===== config.mk =====
export PLATFORM = sky130hd
export DESIGN_NAME = bldc_pwm_driver
export DESIGN_NICKNAME = d
export VERILOG_FILES = /design/src/rtl/bldc_pwm_driver.sv
export SDC_FILE = /design/constraint.sdc
export NUM_CORES = 1
export LEC_CHECK = 0
export ABC_AREA = 1
export BUFFER_PORTS_ARGS = -buffer_cell sky130_fd_sc_hd__buf_4
export CAP_MARGIN = 20
export CORE_UTILIZATION = 60
export CTS_CLUSTER_SIZE = 28
export DETAILED_ROUTE_END_ITERATION = 10
export PLACE_DENSITY = 0.88
export SLEW_MARGIN = 20
export SYNTH_ARGS = -nofsm -noshare
export SYNTH_HDL_FRONTEND = slang
export SYNTH_SLANG_ARGS = --single-unit

===== constraint.sdc =====
create_clock -name csi_MCLK_clk -period 3.2 [get_ports csi_MCLK_clk]
set_input_delay 0.64 -clock csi_MCLK_clk [delete_from_list [all_inputs] [get_ports csi_MCLK_clk]]
set_output_delay 0.64 -clock csi_MCLK_clk [all_outputs]
set_load 0.01 [all_outputs]

===== src/rtl/bldc_pwm_driver.sv =====
// ---------------------------------------------------------------------------
// bldc_pwm_driver
//
// Six-step BLDC gate driver. It contains:
//   - a PWM generator with shadowed PERIOD/DUTY registers
//   - Hall-driven commutation (forward or reverse) and a brake pattern
//   - a dead-time FSM between gate pattern changes
//   - a latched over-current fault
//   - Hall edge-to-edge period measurement
// The block is an 8-bit Avalon-MM register slave.
//
// Ports
//   csi_MCLK_clk        single clock for bus, PWM and gate logic
//   rsi_MRST_reset_n    asynchronous active-low reset
//   avs_ctrl_address    register address (0..9 decoded)
//   avs_ctrl_write      write strobe
//   avs_ctrl_read       read strobe
//   avs_ctrl_writedata  write data
//   avs_ctrl_readdata   registered read data, valid one cycle after read
//   I_limit             asynchronous over-current input, active high
//   Ha, Hb, Hc          asynchronous Hall sensor inputs
//   Lau, Lbu, Lcu       high-side gates (PWM chopped)
//   Lad, Lbd, Lcd       low-side gates (never chopped)
//
// Register map
//   0 CTRL         bit0 enable, bit1 forward, bit2 brake, bit3 fault_clear
//   1 STATUS       bit0 fault, bit1 hall_err, bit2 running, bits6:4 {Ha,Hb,Hc}
//   2/3 PERIOD     low/high byte
//   4/5 DUTY       low/high byte
//   6 DEADTIME
//   7/8/9          HALL_PERIOD bytes 0/1/2 (reading 7 snapshots bytes 1/2)
// ---------------------------------------------------------------------------
module bldc_pwm_driver #(
  parameter int PWM_WIDTH = 16,
  parameter int DT_WIDTH  = 8,
  parameter int HP_WIDTH  = 24
) (
  input  logic       csi_MCLK_clk,
  input  logic       rsi_MRST_reset_n,
  input  logic [3:0] avs_ctrl_address,
  input  logic       avs_ctrl_write,
  input  logic       avs_ctrl_read,
  input  logic [7:0] avs_ctrl_writedata,
  output logic [7:0] avs_ctrl_readdata,
  input  logic       I_limit,
  input  logic       Ha,
  input  logic       Hb,
  input  logic       Hc,
  output logic       Lau,
  output logic       Lbu,
  output logic       Lcu,
  output logic       Lad,
  output logic       Lbd,
  output logic       Lcd
);

  localparam logic [23:0] HP_ONES24 = 24'({HP_WIDTH{1'b1}});

  typedef enum logic {ST_RUN, ST_DEAD} dt_state_t;

  // Commutation table, Hall order {Ha,Hb,Hc}; result {Lau,Lbu,Lcu,Lad,Lbd,Lcd}
  function automatic logic [5:0] f_commutate(input logic [2:0] hall, input logic fwd);
    logic [5:0] pat;
    pat = 6'b000000;
    case (hall)
      3'b100: pat = fwd ? 6'b100001 : 6'b001100;
      3'b110: pat = fwd ? 6'b010001 : 6'b001010;
      3'b010: pat = fwd ? 6'b010100 : 6'b100010;
      3'b011: pat = fwd ? 6'b001100 : 6'b100001;
      3'b001: pat = fwd ? 6'b001010 : 6'b010001;
      3'b101: pat = fwd ? 6'b100010 : 6'b010100;
      default: pat = 6'b000000;
    endcase
    return pat;
  endfunction

  // Only the high sides are chopped; the brake pattern has no high sides set
  function automatic logic [5:0] f_gate(input logic [5:0] pat, input logic on);
    return {pat[5:3] & {3{on}}, pat[2:0]};
  endfunction

  // Synchronisers
  logic                 r_ilim_s1, r_ilim_s2;
  logic [2:0]           r_hall_s1, r_hall_s2;

  // Registers
  logic [2:0]           r_ctrl;
  logic [PWM_WIDTH-1:0] r_per_sh, r_duty_sh, r_per, r_duty, r_cnt;
  logic [DT_WIDTH-1:0]  r_dt, r_dt_cnt;
  logic                 r_fault, r_hall_err;
  logic [2:0]           r_hall_last;
  logic [HP_WIDTH-1:0]  r_hp_cnt, r_hp;
  logic [15:0]          r_hp_snap_hi;
  dt_state_t            r_state;
  logic [5:0]           r_applied, r_gate;

  logic                 w_fclr, w_fault_now, w_pwm_on, w_hall_bad, w_hall_chg;
  logic                 w_running;
  logic [5:0]           w_desired;
  logic [15:0]          w_per16, w_duty16;
  logic [23:0]          w_hp24;
  logic [7:0]           w_rd_mux;

  assign {Lau, Lbu, Lcu, Lad, Lbd, Lcd} = r_gate;

  assign w_fclr      = avs_ctrl_write && (avs_ctrl_address == 4'd0) && avs_ctrl_writedata[3];
  assign w_fault_now = r_fault | r_ilim_s2;
  assign w_pwm_on    = (r_per != '0) && (r_cnt < r_duty);
  assign w_hall_chg  = (r_hall_s2 != 3'b000) && (r_hall_s2 != 3'b111) &&
                       (r_hall_s2 != r_hall_last);
  assign w_running   = r_ctrl[0] && (r_hp != '1);
  assign w_per16     = 16'(r_per_sh);
  assign w_duty16    = 16'(r_duty_sh);
  assign w_hp24      = 24'(r_hp);

  always_ff @(posedge csi_MCLK_clk or negedge rsi_MRST_reset_n) begin
    if (!rsi_MRST_reset_n) begin
      r_ilim_s1 <= 1'b0;
      r_ilim_s2 <= 1'b0;
      r_hall_s1 <= 3'b000;
      r_hall_s2 <= 3'b000;
    end else begin
      r_ilim_s1 <= I_limit;
      r_ilim_s2 <= r_ilim_s1;
      r_hall_s1 <= {Ha, Hb, Hc};
      r_hall_s2 <= r_hall_s1;
    end
  end

  // Bus register writes; PERIOD/DUTY land in shadow copies
  always_ff @(posedge csi_MCLK_clk or negedge rsi_MRST_reset_n) begin
    if (!rsi_MRST_reset_n) begin
      r_ctrl    <= 3'b000;
      r_per_sh  <= '0;
      r_duty_sh <= '0;
      r_dt      <= '0;
    end else if (avs_ctrl_write) begin
      case (avs_ctrl_address)
        4'd0: r_ctrl                      <= avs_ctrl_writedata[2:0];
        4'd2: r_per_sh[7:0]               <= avs_ctrl_writedata;
        4'd3: r_per_sh[PWM_WIDTH-1:8]     <= avs_ctrl_writedata[PWM_WIDTH-9:0];
        4'd4: r_duty_sh[7:0]              <= avs_ctrl_writedata;
        4'd5: r_duty_sh[PWM_WIDTH-1:8]    <= avs_ctrl_writedata[PWM_WIDTH-9:0];
        4'd6: r_dt                        <= avs_ctrl_writedata[DT_WIDTH-1:0];
        default: ;
      endcase
    end
  end

  // PWM counter; shadows become active only at the wrap
  always_ff @(posedge csi_MCLK_clk or negedge rsi_MRST_reset_n) begin
    if (!rsi_MRST_reset_n) begin
      r_cnt  <= '0;
      r_per  <= '0;
      r_duty <= '0;
    end else if (r_cnt >= r_per) begin
      r_cnt  <= '0;
      r_per  <= r_per_sh;
      r_duty <= r_duty_sh;
    end else begin
      r_cnt  <= r_cnt + PWM_WIDTH'(1);
    end
  end

  // Desired pattern in priority order; hall_err is raised only when the
  // Hall state is actually used to commutate
  always_comb begin
    w_desired  = 6'b000000;
    w_hall_bad = 1'b0;
    if (w_fault_now || !r_ctrl[0]) begin
      w_desired = 6'b000000;
    end else if (r_ctrl[2]) begin
      w_desired = 6'b000111;
    end else if (r_hall_s2 == 3'b000 || r_hall_s2 == 3'b111) begin
      w_hall_bad = 1'b1;
    end else begin
      w_desired = f_commutate(r_hall_s2, r_ctrl[1]);
    end
  end

  // Set dominates clear so a clear during an active condition is ignored
  always_ff @(posedge csi_MCLK_clk or negedge rsi_MRST_reset_n) begin
    if (!rsi_MRST_reset_n) begin
      r_fault    <= 1'b0;
      r_hall_err <= 1'b0;
    end else begin
      if (r_ilim_s2)    r_fault <= 1'b1;
      else if (w_fclr)  r_fault <= 1'b0;
      if (w_hall_bad)   r_hall_err <= 1'b1;
      else if (w_fclr)  r_hall_err <= 1'b0;
    end
  end

  // Dead-time FSM; gates are registered alongside the applied pattern so the
  // new pattern reaches the pins on the same edge it is applied
  always_ff @(posedge csi_MCLK_clk or negedge rsi_MRST_reset_n) begin
    if (!rsi_MRST_reset_n) begin
      r_state   <= ST_RUN;
      r_applied <= 6'b000000;
      r_dt_cnt  <= '0;
      r_gate    <= 6'b000000;
    end else if (w_fault_now) begin
      r_state   <= ST_RUN;
      r_applied <= 6'b000000;
      r_dt_cnt  <= '0;
      r_gate    <= 6'b000000;
    end else begin
      case (r_state)
        ST_RUN: begin
          if (w_desired != r_applied) begin
            if (r_dt != '0) begin
              r_state   <= ST_DEAD;
              r_applied <= 6'b000000;
              r_dt_cnt  <= r_dt;
              r_gate    <= 6'b000000;
            end else begin
              r_applied <= w_desired;
              r_gate    <= f_gate(w_desired, w_pwm_on);
            end
          end else begin
            r_gate <= f_gate(r_applied, w_pwm_on);
          end
        end
        ST_DEAD: begin
          // Counter reaching 0 on this edge ends the dead time; desired
          // changes meanwhile are picked up here without restarting it
          if (r_dt_cnt <= DT_WIDTH'(1)) begin
            r_state   <= ST_RUN;
            r_dt_cnt  <= '0;
            r_applied <= w_desired;
            r_gate    <= f_gate(w_desired, w_pwm_on);
          end else begin
            r_dt_cnt  <= r_dt_cnt - DT_WIDTH'(1);
            r_gate    <= 6'b000000;
          end
        end
        default: begin
          r_state   <= ST_RUN;
          r_applied <= 6'b000000;
          r_gate    <= 6'b000000;
        end
      endcase
    end
  end

  // Hall period: counter restarts at 1 on each valid edge, so the captured
  // value is the edge-to-edge cycle count; saturation reports all-ones
  always_ff @(posedge csi_MCLK_clk or negedge rsi_MRST_reset_n) begin
    if (!rsi_MRST_reset_n) begin
      r_hall_last <= 3'b000;
      r_hp_cnt    <= '1;
      r_hp        <= '1;
    end else if (w_hall_chg) begin
      r_hall_last <= r_hall_s2;
      r_hp_cnt    <= HP_WIDTH'(1);
      r_hp        <= r_hp_cnt;
    end else if (r_hp_cnt == '1) begin
      r_hp        <= '1;
    end else begin
      r_hp_cnt    <= r_hp_cnt + HP_WIDTH'(1);
    end
  end

  always_comb begin
    w_rd_mux = 8'h00;
    case (avs_ctrl_address)
      4'd0: w_rd_mux = {5'b00000, r_ctrl};
      4'd1: w_rd_mux = {1'b0, r_hall_s2, 1'b0, w_running, r_hall_err, r_fault};
      4'd2: w_rd_mux = w_per16[7:0];
      4'd3: w_rd_mux = w_per16[15:8];
      4'd4: w_rd_mux = w_duty16[7:0];
      4'd5: w_rd_mux = w_duty16[15:8];
      4'd6: w_rd_mux = 8'(r_dt);
      4'd7: w_rd_mux = w_hp24[7:0];
      4'd8: w_rd_mux = r_hp_snap_hi[7:0];
      4'd9: w_rd_mux = r_hp_snap_hi[15:8];
      default: w_rd_mux = 8'h00;
    endcase
  end

  // Reading byte 0 freezes bytes 1/2 so a multi-read stays coherent
  always_ff @(posedge csi_MCLK_clk or negedge rsi_MRST_reset_n) begin
    if (!rsi_MRST_reset_n) begin
      avs_ctrl_readdata <= 8'h00;
      r_hp_snap_hi      <= HP_ONES24[23:8];
    end else if (avs_ctrl_read) begin
      avs_ctrl_readdata <= w_rd_mux;
      if (avs_ctrl_address == 4'd7) r_hp_snap_hi <= w_hp24[23:8];
    end
  end

endmodule


* Word level (Yosys, flattened, before mapping)
Cells that the tools add are included.
** Word-level totals
- Bits of input ports :: 20
- Output and inout bits :: 14
- Word-level logic and storage cells :: 127
- Bits in latches :: 0
- Bits in registers :: 197
- Bits in writable memories :: 0
- Bits in read-only memories :: 0
- Memories :: 0
** Operators by class
- Divide/modulo/power cells :: 0
- Reductions and logical operators :: 26
- Order comparisons :: 3
- Add/subtract/negate cells :: 3
- Bitwise logic cells :: 4
- Equal/unequal tests :: 25
- Muxes and demuxes :: 42
- Shift operators :: 0
- $mul :: 0
** Operator list (count)
- $mux W24 :: 4
- $mux W6 :: 15
- $pmux W8 S10 :: 1
- $pmux W6 S6 :: 1
- $mux W8 :: 4
- $add A24 B1 Y24 const B :: 1
- $eq A24 B24 Y1 const B :: 1
- $ne A24 B24 Y1 const B :: 1
- $pmux W6 S2 :: 2
- $reduce_and A2 Y1 :: 9
- $add A16 B1 Y16 const B :: 1
- $eq A4 B3 Y1 const B :: 4
- $ge A16 B16 Y1 :: 1
- $lt A16 B16 Y1 :: 1
- $mux W16 :: 1
- $pmux W8 S2 :: 1
- $reduce_bool A16 Y1 :: 1
- $eq A3 B3 Y1 const B :: 4
- $mux W1 :: 10
- $mux W5 :: 2
- $ne A3 B3 Y1 const B :: 3
- $eq A4 B2 Y1 const B :: 2
- $eq A4 B4 Y1 const B :: 2
- $le A8 B1 Y1 const B :: 1
- other kinds (20) :: 30

* Logic depth before layout (Yosys ltp)
- Depth after elaboration :: 10
- Depth in mapped cells :: 16
- Mapped depth without buffers :: 14

* Worst setup path before layout
OpenSTA, ideal clock, no wires.
- Kind :: register -> register
- Start point :: register r_hp_cnt[0]
- End point :: register r_hp[0]
- Data required time :: 3.118 ns
- Clock period less this slack :: 1.891 ns
- Slack :: 1.309 ns
- Cell stages (with the launch flop) :: 13
- Path buffers :: 1
- Arrival time :: 1.809 ns
- Cells stage by stage :: dfstp_2 > ha_1 > nand3_1 > nor2_1 > nand2_1 > inv_1 > nand2_1 > nor2_1 > nand2_1 > nand2_1 > inv_2 > buf_2 > a22oi_1
** Between the ends
- Word-level cells in the longest chain between the ends :: 2
- Elaborated cells on any way between the ends :: 3
** RTL lines
- start, declared :: RTL line 92 : logic [HP_WIDTH-1:0] r_hp_cnt, r_hp;
- start signal, assigned :: RTL line 260 : r_hp_cnt <= r_hp_cnt + HP_WIDTH'(1);
- $eq A24 B24 Y1 :: RTL line 257 : end else if (r_hp_cnt == '1) begin
- $reduce_bool A2 Y1 (no line)
- end signal, assigned :: RTL line 256 : r_hp <= r_hp_cnt;
- end, declared :: RTL line 92
Several ways; a longest one is shown, not always the timed one.
A chain may end at the register's enable or synchronous reset.

* Worst setup path in the final report
- Start point :: register r_hp_cnt[0]
- End point :: register r_hp_cnt[1]
** Between the ends
- Word-level cells in the longest chain between the ends :: 3
- Elaborated cells on any way between the ends :: 5
** RTL lines
- $add A24 B1 Y24 :: RTL line 260
- $mux W24 :: RTL line 257
- $mux W24 :: RTL line 253 : end else if (w_hall_chg) begin
Several ways; a longest one is shown, not always the timed one. The select of a mux whose other input is x is not followed.

==> impl_summary.md <==
Die
The effective utilization at floorplan is 62.01%. Measured along the y axis, the die boundary spans 130.8 um. The row count is 46.

The die footprint is 17120 um2. From left edge to right edge, the die measures ~130 um. In this run the standard cell core region covers roughly 16000 um2. During I/O placement, the number of pins put on the boundary was 34.

Critical path
By startpoint and endpoint, the worst setup path is classified as flop to flop. The worst register-to-register path begins at r_hp_cnt[0]$_DFFE_PN1P_. The critical register-to-register path endpoint is r_hp_cnt[1]$_DFFE_PN1P_. Of all nets on the critical path, the largest fanout is 12. The number of cell instances on the worst register-to-register path is 7. The longest individual stage delay on the worst path is 580 ps. STA puts the critical path data required time at 3560 ps. The critical path capture point type is a flop. STA puts the critical path data arrival time at 2750 ps. For flop-to-flop paths, the worst setup slack is around 800 ps.

The critical path goes through ha_1, inv_1, nor3_1, nand2_1, nor2_1, nand3_1, o21ai_0. The worst-path cell with the longest stage delay is sky130_fd_sc_hd__dfstp_2. The kind of launch point of the worst setup path is a flop.

STA
Derived from the worst setup path, the maximum achievable clock frequency is 418.7 MHz. The final max-slew violation count was 0. Setup repair after global routing left no endpoint under its margin. The worst-margin pin slew is 968.2 ps. Subtracting the final worst setup slack from the clock period gives 2388 ps.

After layout, the worst path uses between 70% and 80% of the clock period. In this run the tightest slew margin relative to its limit is 35.22%. The number of hold-slack violations in the final timing report is 0. The largest clock skew in the final design is approximately 9 ps. For the final routed database, the setup TNS stands at 0 ps. The setup-violating endpoint count in the final report is 0.

Synthesis
Among all flip-flop cells after synthesis, the most frequent one is sky130_fd_sc_hd__dfrtp_1. A synthesized cell averages 8.368 um2. Synthesis produced a netlist whose cell count is about 1200. The area share of the largest cell type after synthesis is 33.42%. The cell accounting for the most synthesized area is sky130_fd_sc_hd__dfrtp_1. Yosys mapped the design onto 47 distinct sky130hd cell types. Yosys printed 0 warnings. The synthesized net count is 1245.

Yosys attributes the largest share of cell area to sky130_fd_sc_hd__dfrtp_1, sky130_fd_sc_hd__dfstp_2, sky130_fd_sc_hd__nand2_1. The number of synthesized register bits is roughly 200. Of all flip-flops after synthesis, the portion carrying an async set or reset was 100.0%. Counting flops with a built-in enable in the synthesized netlist gives 0. After synthesis, flip-flops and latches occupy slightly above 50% of the total area. The post-synth design cell area is 9958 um2.

Clock network
The TritonCTS sink count is 197. The clock reaches the later pin of the worst-skew pair after roughly 450 ps. Counting the buffers created by CTS gives 17.

The worst-case clock buffer depth is 2. The H-tree was split into 4 levels. Clock-pin slew was measured on the worst setup and hold paths at 70 ps. The number of buffers inserted by hold repair at cts is 0. The buffers inserted during post-CTS setup optimization is 0. Post-CTS repair changed the size of 0 cells. The TritonCTS clock tree is done. The CTS root buffer is sky130_fd_sc_hd__clkbuf_16.

Place
The number of placed instances, taps included is 1414. Detailed placement ended at an HPWL of ~17 mm. The congestion estimate from routability-driven global placement came to approximately 0.94.

In this run the tool buffered the top-level ports with 33 buffer cells.

Run
The max-cap check violation count is 0.

Detailed routing
The final route contains between 8000 and 9000 vias. The detail route stage leaves a number of antenna-violating nets equal to 0. Before antenna repair, the detailed router went through 5 iterations. The via density per instance is 5.834. The wire length per cell is 16.90 um. The initial DRC count is 836.

Summed over all layers, the routed wires come to around 24 mm. For this run, design rule violations remaining after detail routing come to 0.

Global route
The via count of the first global-routing pass is about 8000. The first global-routing pass estimated roughly 40 mm of wire. Global routing consumed, over all layers together, 30.94% of the routing resources.

The total overflow left after global routing is 0. The initial antenna violation count is 0. Entering global routing, the biggest net connects 97 pins.

Final layout
From synthesis to final layout, the design area changed by 10.79%. Summing all multi-input logic gate instances after layout gives 4182 um2. Counting the fill cells in the layout gives between 1000 and 1500. The flip-flop and latch area is 5010 um2. The fraction of final layout cells sized beyond drive strength 1 is between 10 and 15%. The repair_antennas step left the layout with diodes totalling 0. For this run, the post-layout net count is 1272.

The count of cells in the finished layout, fillers not included, comes to 1446.

Hold path
The min-delay analysis places its worst path in the category input port to asynchronous set/reset pin.

Power
IR analysis of the VDD net gives a maximum drop of 0.0004990 V. The power density over the cells is 674.0 nW/um2. The static power due to leakage is 5.044 nW.

Run status
The flow ran to the end, and the final reports show no timing, DRC or antenna violations.
## worst max-delay path, delay by kind of cell (launching register included)
kind,cells,cell delay [ps]
AOI/OAI and AO/OA,1,290
buffers and inverters,1,80
DFF,1,580
adders and majority gates,1,220
and+or+nand+nor,4,1140
## flip-flops by register name, summed over array words and instances (netlist names), 16 cells and up
| signal | cells |
|---|---|
| r_hp_snap_hi | 16 |
| r_duty_sh | 16 |
| r_per_sh | 16 |
| r_cnt | 16 |
| r_hp_cnt | 24 |
| r_per | 16 |
| r_hp | 24 |
| r_duty | 16 |
## placed cells by master (no fill, tap or decap), drive strengths merged
master  count
ha         35
nand3b      1
a31o        1
o21bai      2
a21oi      45
nand3      82
dfstp      64
o211ai      4
nor2       70
nor4       16
o31ai       1
a22o        1
nand4      27
nor3b       4
nand2     287
xnor2       6
xor2       12
o21ai     137
a211oi      1
a41oi       1
dfrtp     133
clkbuf     21
inv       160
a22oi      17
buf        39
and2        2
bufinv      2
a31oi       3
nor3       24
o22ai      13
or2         3
a221oi      2
and3        2
clkinv     11
or3         1
## synthesized netlist by cell type (3+ instances only)
master	n
sky130_fd_sc_hd__a21oi_1	45
sky130_fd_sc_hd__a22oi_1	17
sky130_fd_sc_hd__a31oi_1	3
sky130_fd_sc_hd__buf_2	5
sky130_fd_sc_hd__buf_6	4
sky130_fd_sc_hd__clkbuf_1	20
sky130_fd_sc_hd__clkinv_1	3
sky130_fd_sc_hd__clkinv_2	3
sky130_fd_sc_hd__dfrtp_1	133
sky130_fd_sc_hd__dfstp_2	64
sky130_fd_sc_hd__ha_1	35
sky130_fd_sc_hd__inv_1	152
sky130_fd_sc_hd__inv_2	3
sky130_fd_sc_hd__nand2_1	283
sky130_fd_sc_hd__nand3_1	80
sky130_fd_sc_hd__nand4_1	27
sky130_fd_sc_hd__nor2_1	61
sky130_fd_sc_hd__nor2_2	5
sky130_fd_sc_hd__nor2_4	4
sky130_fd_sc_hd__nor3_1	23
sky130_fd_sc_hd__nor3b_1	4
sky130_fd_sc_hd__nor4_1	16
sky130_fd_sc_hd__o211ai_1	4
sky130_fd_sc_hd__o21ai_0	130
sky130_fd_sc_hd__o21ai_2	7
sky130_fd_sc_hd__o22ai_1	13
sky130_fd_sc_hd__or2_2	3
sky130_fd_sc_hd__xnor2_1	6
sky130_fd_sc_hd__xor2_1	12
## kinds of logic after synthesis
kind of cell,Yosys count,synth area share [%]
simple gates,519,23.22
xor+xnor,18,1.583
fa+ha+maj,35,4.398
compound gates,228,12.74
buf+inv,193,7.752
flops,197,50.31
## per-stage QoR
step / hold WS (ps) / area [um2] / util, % / worst slack [ps] / total power, mW
after floorplan: 331.2 / 9958 / - / 1309 / 4.582
after global placement: 334.8 / 10410 / 64.85 / 852.9 / 5.065
after detailed placement: 337.3 / 10410 / 64.85 / 809.8 / 5.184
after CTS: 288.4 / 11030 / 68.71 / 815.0 / 7.446
after global routing: 290.8 / 11030 / 68.71 / 568.7 / 7.887
final: 281.0 / 11030 / 68.71 / 811.5 / 7.437
## report_power, final
group / total, mW / internal [mW] / switching, mW / leakage, nW
registers: 3.45 / 3.09 / 0.367 / 2.39
clock network: 2.23 / 1.26 / 0.974 / 0.309
logic: 1.75 / 0.614 / 1.14 / 2.34
## routing by layer
layer  wire length (um)  track usage (%)  share of wire (%)  vias up
li1                   -                -                  -     4010
met2              11950            51.85                 49      329
met5                  0                0                  0        -
met4               1004            14.87                4.1        0
met3               1344            6.107                5.5       78
met1              10150            38.58                 42     4019
## how the worst max path moves through the flow
stage / to / slack, ps / depth (start not counted) / startpoint
2_1_floorplan: r_hp[0]$_DFFE_PN1P_ / 1310 / 12 / r_hp_cnt[0]$_DFFE_PN1P_
3_3_place_gp: r_hp_cnt[1]$_DFFE_PN1P_ / 850 / 7 / r_hp_cnt[0]$_DFFE_PN1P_
3_5_place_dp: r_hp_snap_hi[6]$_DFFE_PN1P_ / 810 / 8 / avs_ctrl_address[3]
4_1_cts: r_hp_cnt[1]$_DFFE_PN1P_ / 810 / 7 / r_hp_cnt[0]$_DFFE_PN1P_
5_1_grt: r_hp_cnt[1]$_DFFE_PN1P_ / 570 / 7 / r_hp_cnt[0]$_DFFE_PN1P_
6_report: r_hp_cnt[1]$_DFFE_PN1P_ / 810 / 7 / r_hp_cnt[0]$_DFFE_PN1P_
## cell type report
cell class / instances / area share (%)
well taps: 216 / 2.450
flip-flops and latches: 197 / 45.41
repair buffers: 40 / 3.119
multi-input cells: 800 / 37.90
inverters: 161 / 5.511
clock buffers: 20 / 4.343
clock inverters: 12 / 1.270
(Power assumes the default switching activity.)
